File: config.mk
export PLATFORM = sky130hd
export DESIGN_NAME = umul_seq_ctrl_flat
export DESIGN_NICKNAME = d
export VERILOG_FILES = /design/src/rtl/umul_pkg.sv /design/src/rtl/umul_seq_ctrl_if.sv /design/src/rtl/rep_uMUL.sv /design/src/rtl/sobolrng.sv /design/src/rtl/umul_seq_ctrl.sv /design/src/flat_wrapper.sv
export SDC_FILE = /design/constraint.sdc
export NUM_CORES = 1
export LEC_CHECK = 0
export ABC_CLOCK_PERIOD_IN_PS = 5500
export CORE_MARGIN = 3
export CORE_UTILIZATION = 50
export CTS_CLUSTER_DIAMETER = 200
export DETAILED_ROUTE_END_ITERATION = 10
export PLACE_DENSITY_LB_ADDON = 0.3
export SLEW_MARGIN = 20
export SYNTH_ARGS = -nofsm -noshare
export SYNTH_HDL_FRONTEND = slang
export SYNTH_SLANG_ARGS = --single-unit
File: constraint.sdc
create_clock -name iClk -period 5.5 [get_ports iClk]
set_input_delay 1.1 -clock iClk [delete_from_list [all_inputs] [get_ports iClk]]
set_output_delay 1.1 -clock iClk [all_outputs]
set_load 0.1 [all_outputs]
File: src/rtl/umul_pkg.sv
// Shared definitions for the unary-multiplier sequencer: FSM state encoding
// and the default run length of one thermometer-coded bitstream.
package umul_pkg;

    typedef enum logic [1:0] {
        IDLE = 2'd0,
        LOAD = 2'd1,
        RUN  = 2'd2,
        DONE = 2'd3
    } state_e;

    localparam int unsigned BITWIDTH_DEF = 8;
    localparam int unsigned RUN_LEN      = 1 << BITWIDTH_DEF;

endpackage

File: src/rtl/umul_seq_ctrl_if.sv
// Request/response bundle between a binary-domain requester and the
// unary multiplier sequencer.
interface umul_seq_ctrl_if #(
    parameter int unsigned BITWIDTH = 8
);
    logic                iStart;
    logic [BITWIDTH-1:0] iA;
    logic [BITWIDTH-1:0] iB;
    logic                iAbort;
    logic                iAck;
    logic                oReady;
    logic                oBusy;
    logic                oValid;
    logic [BITWIDTH-1:0] oProd;

    modport master (
        output iStart, iA, iB, iAbort, iAck,
        input  oReady, oBusy, oValid, oProd
    );

    modport slave (
        input  iStart, iA, iB, iAbort, iAck,
        output oReady, oBusy, oValid, oProd
    );
endinterface

File: src/rtl/rep_uMUL.sv
// Unary multiplier: holds B, compares it against a Sobol stream that
// advances only while the A bitstream is 1, and ANDs the result with A.
module rep_uMUL #(
    parameter int unsigned BITWIDTH = 8
) (
    input  logic                iClk,
    input  logic                iRstN,
    input  logic                iA,
    input  logic [BITWIDTH-1:0] iB,
    input  logic                loadB,
    input  logic                iClr,
    output logic                mult
);
    logic [BITWIDTH-1:0] b_q;
    logic [BITWIDTH-1:0] rng;

    sobolrng #(.BITWIDTH(BITWIDTH)) u_rng (
        .iClk     (iClk),
        .iRstN    (iRstN),
        .iEn      (iA),
        .iClr     (iClr),
        .sobolSeq (rng)
    );

    always_ff @(posedge iClk or negedge iRstN) begin
        if (!iRstN) begin
            b_q <= '0;
        end else if (loadB) begin
            b_q <= iB;
        end
    end

    assign mult = iA & (rng < b_q);
endmodule

File: src/rtl/sobolrng.sv
// Sobol dimension-1 sequence generator (gray-code form): each enabled cycle
// flips the direction bit selected by the lowest zero bit of the index.
module sobolrng #(
    parameter int unsigned BITWIDTH = 8
) (
    input  logic                iClk,
    input  logic                iRstN,
    input  logic                iEn,
    input  logic                iClr,
    output logic [BITWIDTH-1:0] sobolSeq
);
    logic [BITWIDTH-1:0] idx_q;
    logic [BITWIDTH-1:0] seq_q;
    logic [BITWIDTH-1:0] lz;
    logic [BITWIDTH-1:0] dir;

    // One-hot of the lowest zero bit, bit-reversed into the dim-1 direction number.
    always_comb begin
        lz  = ~idx_q & (idx_q + BITWIDTH'(1));
        dir = '0;
        for (int unsigned i = 0; i < BITWIDTH; i++) begin
            dir[i] = lz[BITWIDTH-1-i];
        end
    end

    always_ff @(posedge iClk or negedge iRstN) begin
        if (!iRstN) begin
            idx_q <= '0;
            seq_q <= '0;
        end else if (iClr) begin
            idx_q <= '0;
            seq_q <= '0;
        end else if (iEn) begin
            idx_q <= idx_q + BITWIDTH'(1);
            seq_q <= seq_q ^ dir;
        end
    end

    assign sobolSeq = seq_q;
endmodule

File: src/rtl/umul_seq_ctrl.sv
// Sequencer around one rep_uMUL: latches operands, runs a 2^BITWIDTH-cycle
// thermometer-coded A stream and returns the count of mult ones as the product.
module umul_seq_ctrl
    import umul_pkg::*;
#(
    parameter int unsigned BITWIDTH = 8
) (
    input  logic             iClk,
    input  logic             iRstN,
    umul_seq_ctrl_if.slave   bus
);
    state_e              state_q, state_d;
    logic [BITWIDTH-1:0] a_buf_q, b_buf_q, cnt_q, acc_q, prod_q;
    logic                ready_q, busy_q, valid_q;
    logic                core_a, load_b, mult;

    assign load_b = (state_q == LOAD);
    assign core_a = (state_q == RUN) && (cnt_q < a_buf_q);

    rep_uMUL #(.BITWIDTH(BITWIDTH)) u_mul (
        .iClk  (iClk),
        .iRstN (iRstN),
        .iA    (core_a),
        .iB    (b_buf_q),
        .loadB (load_b),
        .iClr  (load_b),
        .mult  (mult)
    );

    always_comb begin
        state_d = state_q;
        if (bus.iAbort) begin
            state_d = IDLE;
        end else begin
            case (state_q)
                IDLE: if (bus.iStart)              state_d = LOAD;
                LOAD:                              state_d = RUN;
                RUN:  if (cnt_q == '1)             state_d = DONE;
                DONE: if (valid_q && bus.iAck)     state_d = IDLE;
                default:                           state_d = IDLE;
            endcase
        end
    end

    // oValid is raised on the first DONE cycle, so it appears one edge after the product latch.
    always_ff @(posedge iClk or negedge iRstN) begin
        if (!iRstN) begin
            state_q <= IDLE;
            ready_q <= 1'b1;
            busy_q  <= 1'b0;
            valid_q <= 1'b0;
            a_buf_q <= '0;
            b_buf_q <= '0;
            cnt_q   <= '0;
            acc_q   <= '0;
            prod_q  <= '0;
        end else begin
            state_q <= state_d;
            ready_q <= (state_d == IDLE);
            busy_q  <= (state_d == LOAD) || (state_d == RUN);
            if (bus.iAbort) begin
                cnt_q   <= '0;
                acc_q   <= '0;
                valid_q <= 1'b0;
            end else begin
                case (state_q)
                    IDLE: if (bus.iStart) begin
                        a_buf_q <= bus.iA;
                        b_buf_q <= bus.iB;
                    end
                    LOAD: begin
                        cnt_q <= '0;
                        acc_q <= '0;
                    end
                    RUN: begin
                        cnt_q <= cnt_q + BITWIDTH'(1);
                        if (mult) acc_q <= acc_q + BITWIDTH'(1);
                        if (cnt_q == '1) prod_q <= acc_q + BITWIDTH'(mult);
                    end
                    DONE: begin
                        if (!valid_q)       valid_q <= 1'b1;
                        else if (bus.iAck)  valid_q <= 1'b0;
                    end
                    default: ;
                endcase
            end
        end
    end

    assign bus.oReady = ready_q;
    assign bus.oBusy  = busy_q;
    assign bus.oValid = valid_q;
    assign bus.oProd  = prod_q;
endmodule

File: src/flat_wrapper.sv
// flat-port wrapper written by rule: the top's interface ports become plain ports
module umul_seq_ctrl_flat import umul_pkg::*;
#(
    parameter int unsigned BITWIDTH = 8
)
  (iClk, iRstN, bus_iStart, bus_iA, bus_iB, bus_iAbort, bus_iAck, bus_oReady, bus_oBusy, bus_oValid, bus_oProd);
  umul_seq_ctrl_if #(.BITWIDTH(BITWIDTH)) bus_i ();
  input  logic iClk;
  input  logic iRstN;
  input wire logic [$bits(bus_i.iStart)-1:0] bus_iStart;
  input wire logic [$bits(bus_i.iA)-1:0] bus_iA;
  input wire logic [$bits(bus_i.iB)-1:0] bus_iB;
  input wire logic [$bits(bus_i.iAbort)-1:0] bus_iAbort;
  input wire logic [$bits(bus_i.iAck)-1:0] bus_iAck;
  output wire logic [$bits(bus_i.oReady)-1:0] bus_oReady;
  output wire logic [$bits(bus_i.oBusy)-1:0] bus_oBusy;
  output wire logic [$bits(bus_i.oValid)-1:0] bus_oValid;
  output wire logic [$bits(bus_i.oProd)-1:0] bus_oProd;
  assign bus_i.iStart = bus_iStart;
  assign bus_i.iA = bus_iA;
  assign bus_i.iB = bus_iB;
  assign bus_i.iAbort = bus_iAbort;
  assign bus_i.iAck = bus_iAck;
  assign bus_oReady = bus_i.oReady;
  assign bus_oBusy = bus_i.oBusy;
  assign bus_oValid = bus_i.oValid;
  assign bus_oProd = bus_i.oProd;
  umul_seq_ctrl #(.BITWIDTH(BITWIDTH)) u_core (.iClk(iClk), .iRstN(iRstN), .bus(bus_i));
endmodule
==> results.yml <==
clock_network:
  clk_latency_ps: 340
  h-tree-depth: 3
  cts_tree: "built"
  cts.repair.resized: 0
  cts-root-buf: "clkbuf_8"
  clk_pin_slew_ps: 70
  numCtsBuffers: 9
  holdBufCountCts: 0
  clock_path_buffers: 2
  cts.sinks: 69
  cts_setup_buffers: 0
worst_setup_path:
  r2r_end: "u_core.bus.oProd[4]"
  cp_data_required_time_ps: 5730
  crit_path_start_kind: "input port"
  cp.arrival_ps: 3460
  crit_fanout: 14
  r2r_start: "u_core.cnt_q[5]"
  rr_worst_depth: 10
  path_class: "in2reg"
  worst_setup_path_end_kind: "register"
  reg2reg_slack_ps: 2530
sta:
  fin_crit_sh_pct: 58.7
  finalMaxSlewViolations: 0
  rsz0062_at_grt: "false"
  worstMarginPinSlew_ps: 974
  post-route-min-period_ps: 3230
  fin_tns_setup_ps: 0
  fmaxAchievable_ghz: 0.310
  setup_viol: 0
  relSlewSlack_pct: 34.9
  finClkSkew_ps: 3.83
  final_hold_viol_count: 0
route:
  drc: 0
  wl_per_cell_um: 13.0
  vias: 2686
  drt_wl_total_um: 6440
  drt_iter0_markers: 167
  viasPerCell: 5.42
  first_pass_iters: 8
  ant_nets: 0
cells_and_area:
  finalInstanceArea_um2: 4150
  drive_above_1_share_pct: 10.5
  syn_to_final_growth_pct: 15.9
  diodes: 0
  nets: 443
  regArea_um2: 1730
  multi_input_area_um2: 1690
  fillers: 583
hold_path:
  hold-path-endpoint: "u_core.u_mul.b_q[7]"
  min_from: "u_core.b_buf_q[7]"
  hold-path-cell-count: 2
  hold_class: "reg2reg"
flow_run:
  drv_cap: 0
placed_design:
  portBuffers: 31
  dp_hpwl_um: 4640
  dpl-instance-area_um2: 3970
  gp_congestion: 0.822
logic_synthesis:
  synth_compound_area_share_pct: 13.4
  seq_area_frac_synth_pct: 48.2
  synth_nets: 412
  yosysUniqueCellTypes: 49
  synth_edf_count: 0
  netlist_area_um2: 3580
  synth-xor-area-share_pct: 1.96
  async_flop_share_pct: 100
  ys_ff_latch: 69
  syn_inst: 364
  synth_ff_type: "dfrtp_1"
  synth_top_family_by_area: "simple AND/OR/NAND/NOR gates"
  synth_fa_ha_area_share_pct: 9.43
  syn_area_per_cell_um2: 9.84
  synthMuxAreaShare_pct: 5.17
  synthSimpleGateAreaFrac_pct: 16.8
  ys_warn_count: 0
global_route:
  antenna_found_initial: 0
  grt_max_degree: 46
  grt.overflow.total: 0
  grtUsageTotal_pct: 17.6
  grt_pass1_wl_um: 11800
  grt_pass1_vias: 2670
floorplan:
  pin_count: 32
  die_h_um: 90.7
  rows: 30
  die_area_um2: 8220
  core-area_um2: 6870
  die_w_um: 90.7
  initial_core_util_pct: 52.2
pwr:
  peakVddDrop_v: 0.000193
  p_leak_nw: 1.86
  powerDensity_nw_per_um2: 295
run_status:
  status: "complete, no violations"
critical path: stages:
cell and delay, ps:
clkdlybuf4s50_1 580, nor3b_2 570, nand2_1 140, nor2_1 650
mux2_2 410
cell usage after synthesis (all sizes together), types with 2 or more instances:
| library cell | count | area (um^2) |
|---|---|---|
| a2111oi | 2 | 36.3 |
| mux2i | 5 | 50.1 |
| or3 | 5 | 31.3 |
| nor4 | 3 | 31.3 |
| inv | 30 | 113 |
| nand2b | 3 | 26.3 |
| nand3 | 19 | 95.1 |
| nand4 | 2 | 12.5 |
| o21bai | 2 | 15.0 |
| a31oi | 4 | 25.0 |
| xor2 | 5 | 43.8 |
| o21ai | 40 | 200 |
| and3 | 9 | 56.3 |
| nor3 | 6 | 30.0 |
| or2 | 2 | 12.5 |
| nor2 | 18 | 70.1 |
| o31ai | 2 | 15.0 |
| dfrtp | 68 | 1700 |
| clkbuf | 7 | 27.5 |
| xnor2 | 3 | 26.3 |
| buf | 7 | 38.8 |
| nor2b | 4 | 32.5 |
| ha | 27 | 338 |
| nand2 | 45 | 169 |
| a21oi | 14 | 70.1 |
| mux2 | 12 | 135 |
| a211oi | 3 | 22.5 |
| o211ai | 4 | 30.0 |
report_power, final:
group,switching (mW),total (mW),internal [mW]
clock,0.183,0.368,0.186
sequential,0.0370,0.609,0.572
combinational,0.144,0.246,0.102
cell families (layout without fill, tap and decap cells):
kind of cell,count (synthesis),in the layout
AND/OR/NAND/NOR,120,120
AO/OA/AOI/OAI,79,79
flip-flops,69,69
buffers and inverters,44,80
adder cells (fa/ha/maj),27,27
multiplexers,17,17
XOR/XNOR,8,8
stage by stage:
stage	hold slack, ps	cells	worst slack [ps]	utilization (%)	total power, mW
2_1_floorplan	435	364	3040	-	0.788
3_3_place_gp	464	480	2010	57.9	0.853
3_5_place_dp	468	480	1950	57.9	0.867
4_1_cts	485	496	2320	60.4	1.24
5_1_grt	520	496	2040	60.4	1.30
6_report	485	496	2270	60.4	1.22
cell usage in the layout, fill, tap and decap left out, types with 3 or more instances in the layout:
cell,count
dfrtp_1,68
nand2_1,45
o21ai_0,40
inv_1,30
clkdlybuf4s50_1,30
ha_1,27
nand3_1,19
nor2_1,17
a21oi_1,14
mux2_2,12
clkbuf_8,11
and3_1,9
nor3_1,6
or3_1,5
xor2_1,5
mux2i_1,5
o211ai_1,4
a31oi_1,4
nor2b_1,3
a211oi_1,3
xnor2_1,3
clkinv_2,3
buf_4,3
state kept, by name, indices dropped and copies added, names as in the netlist:
| signal | flops |
|---|---|
| u_core.a_buf_q | 8 |
| u_core.acc_q | 8 |
| u_core.b_buf_q | 8 |
| u_core.bus.oProd | 8 |
| u_core.cnt_q | 8 |
| u_core.u_mul.b_q | 8 |
| u_core.u_mul.u_rng.idx_q | 8 |
| u_core.u_mul.u_rng.sobolSeq | 8 |
| u_core.state_q | 2 |
| u_core.bus.oBusy | 1 |
| u_core.bus.oReady | 1 |
| u_core.bus.oValid | 1 |
routing by layer:
metal / up-vias / global-route usage [%] / wire length, um
met3: 10 / 5.42 / 310
li1: 1328 / - / -
met5: - / 0 / 0
met2: 55 / 29.5 / 3140
met1: 1293 / 22.1 / 2910
met4: 0 / 4.72 / 74
worst max-delay path by stage:
stage                         start  depth (start not counted)             endpoint  slack [ps]
floorplan           u_core.cnt_q[5]                         11  u_core.bus.oProd[4]        3040
global placement         bus_iAbort                          5  u_core.bus.oProd[1]        2010
detailed placement       bus_iAbort                          5  u_core.bus.oProd[1]        1950
CTS                      bus_iAbort                          5  u_core.bus.oProd[1]        2320
global route             bus_iAbort                          5  u_core.bus.oProd[1]        2040
finish                   bus_iAbort                          5  u_core.bus.oProd[1]        2270
area by class of cell:
class                      instances  area share [%]
clock buffer                      12            3.74
inverter                          30            2.71
timing repair buffer              34            7.90
multi-input combinational        251            40.6
clock inverter                     4           0.542
sequential                        69            41.6
tap                               96            2.89
No activity file was read; power rests on OpenSTA's default activity.
